===== src/rtl/dac_feeder_pkg.sv =====
// Shared types and widths for the DAC sample feeder.
package dac_feeder_pkg;
  localparam int SAMPLE_W = 12;
  localparam int MODE_W   = 2;
  localparam int ENTRY_W  = SAMPLE_W + MODE_W;

  typedef enum logic [1:0] {
    IDLE      = 2'd0,
    WAIT_TICK = 2'd1,
    PRESENT   = 2'd2
  } state_e;
endpackage


===== src/rtl/dac_feeder_fifo.sv =====
// Synchronous FIFO: combinational head read, push rejected at full,
// pop ignored when empty. DEPTH must be a power of two so pointers wrap.
module dac_feeder_fifo #(
  parameter int DEPTH = 16,
  parameter int WIDTH = 14
) (
  input  logic                     clk,
  input  logic                     rst,
  input  logic                     push_i,
  input  logic [WIDTH-1:0]         push_data_i,
  input  logic                     pop_i,
  output logic [WIDTH-1:0]         pop_data_o,
  output logic                     full_o,
  output logic                     empty_o,
  output logic [$clog2(DEPTH):0]   level_o
);
  localparam int AW = $clog2(DEPTH);

  logic [WIDTH-1:0] mem_q [DEPTH];
  logic [AW-1:0]    wr_ptr_q, rd_ptr_q;
  logic [AW:0]      level_q, level_d;
  logic             do_push, do_pop;

  assign full_o     = (level_q == (AW+1)'(DEPTH));
  assign empty_o    = (level_q == '0);
  assign level_o    = level_q;
  assign pop_data_o = mem_q[rd_ptr_q];
  assign do_push    = push_i && !full_o;
  assign do_pop     = pop_i && !empty_o;

  // Occupancy: simultaneous push and pop leaves it unchanged.
  always_comb begin
    level_d = level_q;
    if (do_push && !do_pop)      level_d = level_q + 1'b1;
    else if (do_pop && !do_push) level_d = level_q - 1'b1;
  end

  // Storage array; contents need no reset.
  always_ff @(posedge clk) begin
    if (do_push) mem_q[wr_ptr_q] <= push_data_i;
  end

  // Pointers and occupancy.
  always_ff @(posedge clk or posedge rst) begin
    if (rst) begin
      wr_ptr_q <= '0;
      rd_ptr_q <= '0;
      level_q  <= '0;
    end else begin
      if (do_push) wr_ptr_q <= wr_ptr_q + 1'b1;
      if (do_pop)  rd_ptr_q <= rd_ptr_q + 1'b1;
      level_q <= level_d;
    end
  end
endmodule


===== src/rtl/dac_sample_feeder.sv =====
// Feeds buffered {mode, sample} entries to the MCP4725 interface at a
// programmable period and waits for the echoed registers to match.
// Optional feature macro: DAC_FEEDER_RAMP_EN adds a FIFO-bypassing ramp
// generator (ramp_mode/ramp_step ports).
module dac_sample_feeder
  import dac_feeder_pkg::*;
#(
  parameter int DEPTH = 16,
  parameter int DIV_W = 16,
  parameter int TO_W  = 20
) (
  input  logic                   clk,
  input  logic                   rst,
  input  logic [ENTRY_W-1:0]     wr_data,
  input  logic                   wr_valid,
  output logic                   wr_ready,
  output logic [$clog2(DEPTH):0] level,
  input  logic                   run,
  input  logic [DIV_W-1:0]       period,
  input  logic                   clr_err,
  output logic [SAMPLE_W-1:0]    data_o,
  output logic [MODE_W-1:0]      mode_o,
  output logic                   enable_o,
  input  logic [SAMPLE_W-1:0]    data_echo,
  input  logic [MODE_W-1:0]      mode_echo,
  output logic                   busy,
  output logic                   underflow,
  output logic                   timeout_err
`ifdef DAC_FEEDER_RAMP_EN
  ,
  input  logic                   ramp_mode,
  input  logic [SAMPLE_W-1:0]    ramp_step
`endif
);
  state_e              state_q, state_d;
  logic [DIV_W-1:0]    cnt_q, cnt_d;
  logic [TO_W-1:0]     to_q, to_d;
  logic [SAMPLE_W-1:0] data_q, data_d, ramp_data;
  logic [MODE_W-1:0]   mode_q, mode_d;
  logic                uf_q, uf_d, te_q, te_d;
  logic                pop, launch, accept, uf_set, te_set, ramp_sel;
  logic [ENTRY_W-1:0]  head;
  logic                full, empty;

  dac_feeder_fifo #(.DEPTH(DEPTH), .WIDTH(ENTRY_W)) u_fifo (
    .clk        (clk),
    .rst        (rst),
    .push_i     (wr_valid),
    .push_data_i(wr_data),
    .pop_i      (pop),
    .pop_data_o (head),
    .full_o     (full),
    .empty_o    (empty),
    .level_o    (level)
  );

`ifdef DAC_FEEDER_RAMP_EN
  assign ramp_sel  = ramp_mode;
  assign ramp_data = data_q + ramp_step;
`else
  assign ramp_sel  = 1'b0;
  assign ramp_data = data_q;
`endif

  assign wr_ready    = !full;
  assign data_o      = data_q;
  assign mode_o      = mode_q;
  assign enable_o    = (state_q == PRESENT);
  assign busy        = (state_q == PRESENT);
  assign underflow   = uf_q;
  assign timeout_err = te_q;
  // An echo that already matches (repeat sample) accepts with no I2C traffic.
  assign accept      = (data_echo == data_q) && (mode_echo == mode_q);

  // Launch FSM: next state, pop and flag-set strobes.
  always_comb begin
    state_d = state_q;
    data_d  = data_q;
    mode_d  = mode_q;
    pop     = 1'b0;
    launch  = 1'b0;
    uf_set  = 1'b0;
    te_set  = 1'b0;
    case (state_q)
      IDLE: if (run) state_d = WAIT_TICK;
      WAIT_TICK: begin
        if (!run) begin
          state_d = IDLE;
        end else if (cnt_q == '0) begin
          if (ramp_sel) begin
            launch = 1'b1;
            data_d = ramp_data;
            mode_d = '0;
          end else if (!empty) begin
            launch           = 1'b1;
            pop              = 1'b1;
            {mode_d, data_d} = head;
          end else begin
            uf_set = 1'b1;
          end
        end
      end
      PRESENT: begin
        if (accept) begin
          state_d = run ? WAIT_TICK : IDLE;
        end else if (&to_q) begin
          te_set  = 1'b1;
          state_d = WAIT_TICK;
        end
      end
      default: state_d = IDLE;
    endcase
    if (launch) state_d = PRESENT;
  end

  // Period counter: the load cycle also counts as a decrement so that
  // launches land exactly `period` cycles apart.
  always_comb begin
    if (launch)
      cnt_d = (period == '0) ? '0 : period - DIV_W'(1);
    else
      cnt_d = (cnt_q == '0) ? '0 : cnt_q - DIV_W'(1);
    to_d = launch ? '0 : (state_q == PRESENT) ? to_q + 1'b1 : to_q;
    uf_d = uf_set | (uf_q & ~clr_err);
    te_d = te_set | (te_q & ~clr_err);
  end

  // State, output and counter registers.
  always_ff @(posedge clk or posedge rst) begin
    if (rst) begin
      state_q <= IDLE;
      cnt_q   <= '0;
      to_q    <= '0;
      data_q  <= '0;
      mode_q  <= '0;
      uf_q    <= 1'b0;
      te_q    <= 1'b0;
    end else begin
      state_q <= state_d;
      cnt_q   <= cnt_d;
      to_q    <= to_d;
      data_q  <= data_d;
      mode_q  <= mode_d;
      uf_q    <= uf_d;
      te_q    <= te_d;
    end
  end
endmodule


===== config.mk =====
export PLATFORM = sky130hd
export DESIGN_NAME = dac_sample_feeder
export DESIGN_NICKNAME = d
export VERILOG_FILES = /design/src/rtl/dac_feeder_pkg.sv /design/src/rtl/dac_feeder_fifo.sv /design/src/rtl/dac_sample_feeder.sv
export SDC_FILE = /design/constraint.sdc
export NUM_CORES = 1
export LEC_CHECK = 0
export CORE_ASPECT_RATIO = 2
export CORE_MARGIN = 5
export CORE_UTILIZATION = 55
export DETAILED_ROUTE_END_ITERATION = 12
export PLACE_DENSITY = 0.75
export SYNTH_ARGS = -nofsm -noshare
export SYNTH_HDL_FRONTEND = slang
export SYNTH_SLANG_ARGS = --single-unit

===== constraint.sdc =====
create_clock -name clk -period 3.6 [get_ports clk]
set_input_delay 0.54 -clock clk [delete_from_list [all_inputs] [get_ports clk]]
set_output_delay 0.54 -clock clk [all_outputs]
set_load 0.005 [all_outputs]

== Word-level counts from Yosys, hierarchy flattened ==
Memories as Yosys holds them, arrays and structs flattened. A register that Yosys moved wholly into a read port is not among the register bits.
Index checks and enable logic that the tools add are counted.

* Bits in registers: 53
* Bits in writable memories: 224
* Input port bits: 49
* Output and inout bits: 24
* Logic and storage cells: 75
* Memories: 1

* $add $sub $neg: 7
* Eq/ne operators: 8
* Mux-type cells: 27
* Bitwise operators: 6
* Reduce and logical (&&, ||, !) cells: 18

{| class="wikitable"
|+ Memories
! name !! words !! width !! read ports !! clocked after Yosys merged registers in !! write ports !! line !! source
|-
| u_fifo.mem_q || 16 || 14 || 1 || 1 || 1 || dac_feeder_fifo.sv:19 || <nowiki>logic [WIDTH-1:0] mem_q [DEPTH];</nowiki>
|}

{| class="wikitable"
|+ Operator list
! cell !! number
|-
| $mux W16 || 3
|-
| $mux W20 || 2
|-
| $logic_not A16 Y1 || 2
|-
| $sub A16 B1 Y16 const B || 2
|-
| $add A20 B1 Y20 const B || 1
|-
| $reduce_and A20 Y1 || 1
|-
| $mux W1 || 14
|-
| $eq A12 B12 Y1 || 1
|-
| $mux W2 || 5
|-
| $mux W5 || 2
|-
| $add A4 B1 Y4 const B || 2
|-
| $ne A3 B3 Y1 const B || 2
|-
| $pmux W2 S3 || 1
|-
| $add A5 B1 Y5 const B || 1
|-
| $eq A5 B5 Y1 const B || 1
|-
| $logic_and A1 B1 Y1 || 5
|-
| $logic_not A5 Y1 || 1
|-
| $sub A5 B1 Y5 const B || 1
|-
| $logic_not A1 Y1 || 4
|-
| $ne A4 B1 Y1 const B || 1
|-
| $reduce_and A4 Y1 || 1
|-
| $reduce_bool A2 Y1 || 2
|-
| $reduce_and A3 Y1 || 1
|-
| $and A1 B1 Y1 || 2
|-
| other kinds (6) || 8
|}

== Depth between registers and ports, before layout ==
Gate-level depths: netlist of the first run.

* Word-level depth: 9
* Gate-level depth with buffers: 14
* Gate-level depth less buffers: 13

== Modules after synthesis ==
Synthesis of the first run repeated with hierarchy kept, for this count alone.

* Cells, all modules: 796
* Area total of the unflattened synthesis: 12582.1 sq um

{| class="wikitable"
|+ Modules (own cells, without submodules)
! module !! instances !! cells an instance !! area each (sq um) !! sequential area each (sq um)
|-
| dac_feeder_fifo || 1 || 493 || 9527.9 || 7051.8
|-
| dac_sample_feeder || 1 || 303 || 3054.2 || 1351.3
|}

== Least setup slack after synthesis of the first run ==
No wires, ideal clock.

* Path kind: register to register
* Start point: register u_fifo.level_q[0] (netlist: u_fifo.level_o[0])
* End point: register u_fifo.level_q[4] (netlist: u_fifo.level_o[4])
* Setup time: 79 ps
* Data arrival time: 2685 ps
* Required time: 3521 ps
* Slack: 836 ps
* Cell stages (with the launch flop): 13
* Path buffers: 1
* Clock period less this slack: 2764 ps
* Cell sequence: dfrtp_1 > nor4_1 > nand2_1 > and2_1 > clkbuf_1 > ha_1 > inv_1 > ha_1 > nor2b_1 > o21a_1 > or3_1 > a21oi_1 > xor2_1

* Elaborated cells between the ends (all ways): 19
* Classes of those cells: add/sub: 2; eq/ne: 1; mux: 6; reduce/logical: 10

{| class="wikitable"
|+ RTL lines
! what !! line !! source
|-
| start: declaration || dac_feeder_fifo.sv:21 || <nowiki>logic [AW:0] level_q, level_d;</nowiki>
|-
| start signal: assignment || dac_feeder_fifo.sv:52 || <nowiki>level_q <= level_d;</nowiki>
|-
| $eq A5 B5 Y1 (*) || dac_feeder_fifo.sv:24 || <nowiki>assign full_o = (level_q == (AW+1)'(DEPTH));</nowiki>
|-
| $logic_not A1 Y1 (*) || -- ||
|-
| net wr_ready || dac_sample_feeder.sv:16 || <nowiki>output logic wr_ready,</nowiki>
|-
| $logic_and A1 B1 Y1 (*) || dac_feeder_fifo.sv:28 || <nowiki>assign do_push = push_i && !full_o;</nowiki>
|-
| net u_fifo.do_push || dac_feeder_fifo.sv:22 || <nowiki>logic do_push, do_pop;</nowiki>
|-
| $logic_not A1 Y1 || dac_feeder_fifo.sv:35 || <nowiki>else if (do_pop && !do_push) level_d = level_q - 1'b1;</nowiki>
|-
| $logic_and A1 B1 Y1 || dac_feeder_fifo.sv:35 ||
|-
| $reduce_bool A2 Y1 (no line) || -- ||
|}

The timed path passes the listed nets; every way through them passes the cells marked *. The select of a mux whose other input is x is not followed.
A chain may end at the register's enable or synchronous reset.

== Worst setup path after layout of the first run ==
* Start point: register u_fifo.level_q[0] (netlist: u_fifo.level_o[0])
* End point: register u_fifo.level_q[4] (netlist: u_fifo.level_o[4])

* Word-level cells in the longest chain between the ends: 9
* Elaborated cells between the ends (all ways): 19
* Classes of those cells: add/sub: 2; eq/ne: 1; mux: 6; reduce/logical: 10

{| class="wikitable"
|+ RTL lines
! what !! line !! source
|-
| $logic_not A5 Y1 || dac_feeder_fifo.sv:25 || <nowiki>assign empty_o = (level_q == '0);</nowiki>
|-
| $mux W1 || dac_sample_feeder.sv:94 || <nowiki>end else if (!empty) begin</nowiki>
|-
| $mux W1 || dac_sample_feeder.sv:89 || <nowiki>end else if (cnt_q == '0) begin</nowiki>
|-
| $mux W1 || dac_sample_feeder.sv:87 || <nowiki>if (!run) begin</nowiki>
|-
| $mux W1 || dac_sample_feeder.sv:84 || <nowiki>case (state_q)</nowiki>
|-
| $logic_and A1 B1 Y1 || dac_feeder_fifo.sv:29 || <nowiki>assign do_pop = pop_i && !empty_o;</nowiki>
|-
| $logic_not A1 Y1 || dac_feeder_fifo.sv:34 || <nowiki>if (do_push && !do_pop) level_d = level_q + 1'b1;</nowiki>
|-
| $logic_and A1 B1 Y1 || dac_feeder_fifo.sv:34 ||
|-
| $mux W5 / $reduce_bool A2 Y1 (equally long branches) || -- ||
|}

Parallel ways exist; a longest one is shown, timed or not. The select of a mux whose other input is x is not followed.

==> results.toml, run 1 <==
[cells_and_area]
seqCellArea_mm2 = 0.00841
final_common_cell = "sky130_fd_sc_hd__edfxtp_1"
drive_above_1_share_pct = 17.0
layout.filler_cells = 1533
layout.cells.most_common_list = "224 x sky130_fd_sc_hd__edfxtp_1, 72 x sky130_fd_sc_hd__clkdlybuf4s50_1, 65 x sky130_fd_sc_hd__dfrtp_1"
nNetsFinal = 910
antennaDiodeCount = 0
area_of_the_multi_input_gates_mm2 = 0.00362
syn_to_final_growth_pct = 16.7
stdcell_area_mm2 = 0.0143

[clocking]
cts_max_level = 1
cts.repair.resized = 0
cts_sink_cnt = 291
clock_latency_ps = 540
clk_transition_reported_paths_ps = 70
numCtsBuffers = 25
post_cts.repair.setup_buffers = 0
cts_tree = "built"
cts.hold.buffers_added = 0
cts_root_buffer = "sky130_fd_sc_hd__clkbuf_16"
clockBufferDepth = 3

[timing]
slew_headroom_pct = 42.5
fin_skew_ps = 11.4
final-max-slew-violation-count = 0
layout_worst_path_cycle_share_pct = 87.2
worst_pin_slew_ps = 863
setup-violations-final = 0
rsz0062_at_grt = "false"
timing.final.crit_period_ps = 3140
finalSetupTns_ps = 0
maxClockFrequency_mhz = 319
timing.final.hold_violations = 0

[synth]
total_nets_after_synthesis = 815
synth_enable_flop_cells = 224
yosysWarningCount = 0
synth.largest_area_cell = "sky130_fd_sc_hd__edfxtp_1"
synth_top_family_by_area = "multiplexers"
yosys-mux-area-fraction_pct = 10.6
ys.flop_type = "sky130_fd_sc_hd__edfxtp_1"
netlist.area_leader.share_pct = 55.1
synth_compound_area_share_pct = 5.83
seq_area_frac_synth_pct = 68.8
synth_area_leaders = "sky130_fd_sc_hd__edfxtp_1 55%, sky130_fd_sc_hd__dfrtp_1 14%, sky130_fd_sc_hd__mux4_2 10%"
synth_xor_area_share_pct = 3.37
synth_simple_gate_area_share_pct = 8.20
synthesis.area_mm2 = 0.0122
synth_fa_ha_area_share_pct = 1.50
synthDistinctLibCells = 53
syn_inst = 752
yosys_register_bits = 291
synthesis.area_per_instance_um2 = 16.2
synth_async_sr_flop_share_pct = 23.0

[routing]
final_antenna_net_count = 0
avgViaCountPerCell = 6.25
via_count = 7132
drt_first_iter_violations = 714
detail_route.first_pass.iterations = 5
drc = 0
drt_wl_total_um = 28000
post_drt_wl_per_cell_um = 24.5

[worst_setup_path]
critPathTopFamily = "simple AND/OR/NAND/NOR gates"
timing.critical_path.slowest_stage_cell = "sky130_fd_sc_hd__nor4_1"
critPathLaunchType = "register"
crit_buf_inv = 1
critical_path_class = "reg2reg"
required_ps = 4060
end_kind = "register"
critical-path-top-cell-by-count = "sky130_fd_sc_hd__ha_1"
critical_path_arrival_ps = 3600
max_fo_critical_path = 5
critPathMaxStageDelay_ps = 520
crit_chain = "nor4_1 -> nand2b_1 -> nand4_1 -> ha_1 -> inv_1 -> ha_1 -> nor2b_1 -> o21a_1 -> or3_1 -> a21oi_1 -> xor2_1"

[power_and_ir_drop]
vdd.ir_drop.worst_mv = 0.309
leakagePower_nw = 4.96
cellPowerDensity_mw_per_mm2 = 538

[floorplanning]
floorplan.die_area_mm2 = 0.0255
die_y_um = 221
fp.coreArea_mm2 = 0.0220
placementRows = 77
dieWidth_um = 115
boundaryPins = 73
effective_utilization_at_floorplan_pct = 55.6

[global_route]
grt_max_degree = 42
overflow = 0
grtUsageTotal_pct = 22.7
via_count_of_the_first_global_routing_pass = 7609
antenna_found_initial = 0
grt_pass1_wl_um = 43000

[job]
maxCapViolCount = 0

[placement]
dpl.hpwl_um = 18400
placed_cell_area_mm2 = 0.0134
globalplace.congestion = 0.878
port-buffer-count = 72

[hold_path]
classification_of_the_worst_slack_hold_path = "in2async"

[outcome]
run_status = "finished, final reports clean"
stage by stage:
stage               util, %  cells  setup WS, ps  hold slack (ps)  power [mW]
detailed placement     61.0   1096           284              493        4.96
CTS                    64.9   1142           438              504        7.71
global route           64.9   1142           223              526        7.94
finish                 64.9   1142           461              495        7.67
floorplan                 -    752           836              449        4.52
global placement       61.0   1096           293              467        4.89
where the power goes:
group,switching (mW),internal (mW)
combinational,0.486,0.337
sequential,0.136,3.93
clock,1.20,1.58
flip-flops by register name, indices dropped and copies added (netlist names):
name / flops
u_fifo.wr_ptr_q: 4
u_fifo.rd_ptr_q: 4
state_q: 2
mode_o: 2
underflow: 1
cnt_q: 16
data_o: 12
u_fifo.level_o: 5
u_fifo.mem_q: 224
timeout_err: 1
to_q: 20
final timing paths:
path	startpoint	endpoint	slack, ps	depth (start not counted)
setup / recovery	u_fifo.level_o[0]	u_fifo.level_o[4]	460	11
hold / removal	rst	cnt_q[7]	490	2
setup reg to reg	u_fifo.level_o[0]	u_fifo.level_o[4]	460	11
hold reg to reg	to_q[18]	to_q[18]	500	1
max in group asynchronous	rst	to_q[9]	2220	3
min in group clk	to_q[18]	to_q[18]	500	1
cells by family after synthesis:
family	count (synthesis)
multiplexers	59
flip-flops	291
adder cells (fa/ha/maj)	14
AO/OA/AOI/OAI	110
buffers and inverters	49
AND/OR/NAND/NOR	182
XOR/XNOR	47
metal layers:
layer / vias to the layer above / track usage [%] / wire length, um
met5: - / 0 / 0
met4: 0 / 11.6 / 1440
met3: 82 / 2.79 / 1550
met2: 297 / 41.6 / 15500
met1: 3620 / 25.7 / 9430
li1: 3133 / - / -
cells in the mapped netlist, types with 2 or more instances:
master and count:
sky130_fd_sc_hd__a21o_1 15, sky130_fd_sc_hd__a21oi_1 20, sky130_fd_sc_hd__a22oi_1 32, sky130_fd_sc_hd__and2_1 7, sky130_fd_sc_hd__and3_1 4, sky130_fd_sc_hd__and4_1 2, sky130_fd_sc_hd__buf_1 4, sky130_fd_sc_hd__buf_2 11
sky130_fd_sc_hd__buf_4 2, sky130_fd_sc_hd__clkbuf_1 17, sky130_fd_sc_hd__dfrtp_1 67, sky130_fd_sc_hd__edfxtp_1 224, sky130_fd_sc_hd__ha_1 13, sky130_fd_sc_hd__inv_1 14, sky130_fd_sc_hd__mux2i_1 3, sky130_fd_sc_hd__mux4_2 56
sky130_fd_sc_hd__nand2_1 33, sky130_fd_sc_hd__nand2b_1 5, sky130_fd_sc_hd__nand3_1 27, sky130_fd_sc_hd__nand3b_1 5, sky130_fd_sc_hd__nand4_1 13, sky130_fd_sc_hd__nor2_1 36, sky130_fd_sc_hd__nor2b_1 8, sky130_fd_sc_hd__nor3_1 16
sky130_fd_sc_hd__nor4_1 8, sky130_fd_sc_hd__nor4_2 3, sky130_fd_sc_hd__o21ai_0 25, sky130_fd_sc_hd__o21ai_1 4, sky130_fd_sc_hd__o22ai_1 7, sky130_fd_sc_hd__or4_1 2, sky130_fd_sc_hd__or4_4 2, sky130_fd_sc_hd__xnor2_1 19
sky130_fd_sc_hd__xor2_1 28
cell type report:
type	instances	area share, %
flip-flops and latches	291	59.0
multi-input cells	412	25.4
repair buffers	103	6.87
clock buffers	28	4.47
well taps	276	2.42
clock inverters	18	1.48
inverters	14	0.369
Note: power is estimated with default switching activity, not from simulation.
==> run 2, diff against run 1 <==
--- a/config.mk
+++ b/config.mk
@@ -13,3 +13,4 @@
 export SYNTH_ARGS = -nofsm -noshare
 export SYNTH_HDL_FRONTEND = slang
 export SYNTH_SLANG_ARGS = --single-unit
+export TNS_END_PERCENT = 1
==> results of run 2 <==
No change in the layout: final DEF, timing and power equal those of run 1.
==> run 3, diff against run 2 <==
--- a/config.mk
+++ b/config.mk
@@ -9,8 +9,9 @@
 export CORE_MARGIN = 5
 export CORE_UTILIZATION = 55
 export DETAILED_ROUTE_END_ITERATION = 12
-export PLACE_DENSITY = 0.75
+export PLACE_DENSITY = 0.74
 export SYNTH_ARGS = -nofsm -noshare
 export SYNTH_HDL_FRONTEND = slang
+export SYNTH_HIERARCHICAL = 1
 export SYNTH_SLANG_ARGS = --single-unit
 export TNS_END_PERCENT = 1
==> results.toml, run 3 <==
[outcome]
run_status = "finished, final reports clean"

[cells_and_area]
syn_to_final_growth_pct = 15.8
largest_register = "u_fifo/mem_q"
final_common_cell = "sky130_fd_sc_hd__edfxtp_1"
seqCellArea_mm2 = 0.00841
top_regs = "u_fifo/mem_q x224, to_q x20, cnt_q x16"
area_of_the_multi_input_gates_mm2 = 0.00388
layout.filler_cells = 1647
stdcell_area_mm2 = 0.0146
antennaDiodeCount = 0
layout.cells.most_common_list = "224 x sky130_fd_sc_hd__edfxtp_1, 72 x sky130_fd_sc_hd__clkdlybuf4s50_1, 66 x sky130_fd_sc_hd__dfrtp_1"
largest_reg_flops = 224
drive_above_1_share_pct = 16.8
nNetsFinal = 959

[hold_path]
classification_of_the_worst_slack_hold_path = "in2async"

[timing]
worst_pin_slew_ps = 1120
setup-violations-final = 0
rsz0062_at_grt = "false"
fin_skew_ps = 7.77
timing.final.crit_period_ps = 3250
layout_worst_path_cycle_share_pct = 90.3
final-max-slew-violation-count = 0
finalSetupTns_ps = 0
maxClockFrequency_mhz = 308
timing.final.hold_violations = 0
slew_headroom_pct = 25.4

[power_and_ir_drop]
vdd.ir_drop.worst_mv = 0.377
design_power_total_mw = 7.77
power_switching_mw = 1.83
leakagePower_nw = 4.97
internal_power_mw = 5.94
switch_share_pct = 23.5
comb_power_share_pct = 11.0
pwr-share-clk_pct = 36.5
p_seq_share_pct = 52.6
cellPowerDensity_mw_per_mm2 = 533

[synth]
synthDistinctLibCells = 57
ys.flop_type = "sky130_fd_sc_hd__edfxtp_1"
yosys_register_bits = 291
synth_async_sr_flop_share_pct = 23.0
seq_area_frac_synth_pct = 66.8
cell_with_the_most_instances_after_synthesis = "sky130_fd_sc_hd__edfxtp_1"
synth_enable_flop_cells = 224
synthesis.area_mm2 = 0.0126
synthesis.area_per_instance_um2 = 15.8
total_nets_after_synthesis = 860
synth_commonest_cells = "224 x sky130_fd_sc_hd__edfxtp_1, 67 x sky130_fd_sc_hd__dfrtp_1, 57 x sky130_fd_sc_hd__mux2i_1"
synth_area_leaders = "sky130_fd_sc_hd__edfxtp_1 53%, sky130_fd_sc_hd__dfrtp_1 13%, sky130_fd_sc_hd__mux4_2 5.0%"
synth.largest_area_cell = "sky130_fd_sc_hd__edfxtp_1"
syn_inst = 796
yosysWarningCount = 6
netlist.area_leader.share_pct = 53.5

[floorplanning]
die_y_um = 224
effective_utilization_at_floorplan_pct = 55.6
fp.coreArea_mm2 = 0.0226
floorplan.die_area_mm2 = 0.0262
boundaryPins = 73
placementRows = 78
dieWidth_um = 117

[routing]
drt_wl_total_um = 27600
drt_first_iter_violations = 584
drc = 0
avgViaCountPerCell = 6.06
final_antenna_net_count = 0
via_count = 7246
post_drt_wl_per_cell_um = 23.1
detail_route.first_pass.iterations = 5

[placement]
port-buffer-count = 72
dpl.hpwl_um = 19000
placed_cell_area_mm2 = 0.0137
globalplace.congestion = 0.831

[worst_setup_path]
slack_of_the_worst_reg_to_reg_path_ps = 350
critPathLaunchType = "register"
critPathMaxStageDelay_ps = 620
required_ps = 4060
critical_path_arrival_ps = 3720
critical_path_class = "reg2reg"
end_kind = "register"
timing.critical_path.slowest_stage_cell = "sky130_fd_sc_hd__or4_1"
crit_chain = "or4_1 -> nor2_1 -> nor3_4 -> o21a_1 -> inv_2 -> ha_1 -> inv_1 -> fa_1 -> a21o_1 -> a21oi_1 -> mux2i_1 -> xnor2_1"
max_fo_critical_path = 6

[clocking]
clk_transition_reported_paths_ps = 70
clock_latency_ps = 540
numCtsBuffers = 26
cts_sink_cnt = 291
cts.repair.resized = 0
clockBufferDepth = 3
cts.hold.buffers_added = 0
cts_root_buffer = "sky130_fd_sc_hd__clkbuf_16"
post_cts.repair.setup_buffers = 0
cts_tree = "built"
cts_max_level = 1

[global_route]
antenna_found_initial = 0
grtUsageTotal_pct = 21.9
grt_pass1_wl_um = 43200
via_count_of_the_first_global_routing_pass = 7781
overflow = 0
grt_max_degree = 55

[job]
maxCapViolCount = 0
-- run 3: cell types whose count changed after synthesis, sizes merged, moves of 11 or more --
| cell | delta |
|---|---|
| mux2i | +54 |
| a22oi | -18 |
| mux4 | -28 |
| xnor2 | +12 |
| mux2 | +15 |
| nand3 | -17 |
| a21o | -13 |
| a221oi | +28 |
| or3 | +12 |
| a21oi | -11 |
-- run 3: cells by family (layout without fill, tap and decap cells) --
| group | after synthesis | after routing | synth area share, % |
|---|---|---|---|
| xor+xnor | 65 | 65 | 4.52 |
| compound gates | 100 | 100 | 6.44 |
| flops | 291 | 291 | 66.8 |
| mux | 100 | 100 | 10.9 |
| simple gates | 172 | 172 | 7.18 |
| buf+inv | 53 | 172 | 2.63 |
| fa+ha+maj | 15 | 15 | 1.55 |
-- run 3: through the flow --
stage	hold WS, ps	setup WS (ps)	util, %	std cells
final	412	349	64.4	1195
after CTS	407	328	64.4	1195
after detailed placement	538	297	60.5	1147
after floorplan	417	323	-	796
after global placement	506	325	60.5	1147
after global routing	456	68.4	64.4	1195
-- run 3: power groups by stage --
stage	Clock, mW	Sequential (mW)	Combinational (mW)
after floorplan	0	4.09	0.461
after global placement	0	4.13	0.825
after detailed placement	0	4.15	0.858
after CTS	2.90	4.08	0.863
after global routing	3.03	4.11	0.928
final	2.83	4.08	0.851
-- run 3: worst max-delay path: cells and delay by family, from the launching register on --
family                   cells  cell delay (ps)
buffers and inverters        2              200
XOR/XNOR                     1              130
AO/OA/AOI/OAI                3              550
flip-flops                   1              460
multiplexers                 1              240
AND/OR/NAND/NOR              3             1000
adder cells (fa/ha/maj)      2              590
-- run 3: path summary, 6_finish.rpt --
check,end,cells past startpoint,startpoint
hold reg to reg,timeout_err,2,timeout_err
setup / recovery,u_fifo/level_o[4],12,u_fifo/level_o[0]
hold / removal,u_fifo/level_o[4],2,rst
min in group clk,timeout_err,2,timeout_err
setup reg to reg,u_fifo/level_o[4],12,u_fifo/level_o[0]
max in group asynchronous,data_o[8],2,rst
-- run 3: final cells by class --
cell class / instances / share of cell area, %
flip-flops and latches: 291 / 57.7
multi-input cells: 452 / 26.6
repair buffers: 106 / 6.78
inverters: 18 / 0.464
well taps: 280 / 2.40
clock buffers: 30 / 4.71
clock inverters: 18 / 1.34
-- run 3: routing by layer --
layer	vias up	GRT usage, %	routed length, um
li1	3267	-	-
met1	3636	24.1	9420
met2	267	40.7	15500
met3	76	2.89	1440
met4	0	9.74	1270
met5	-	0	0
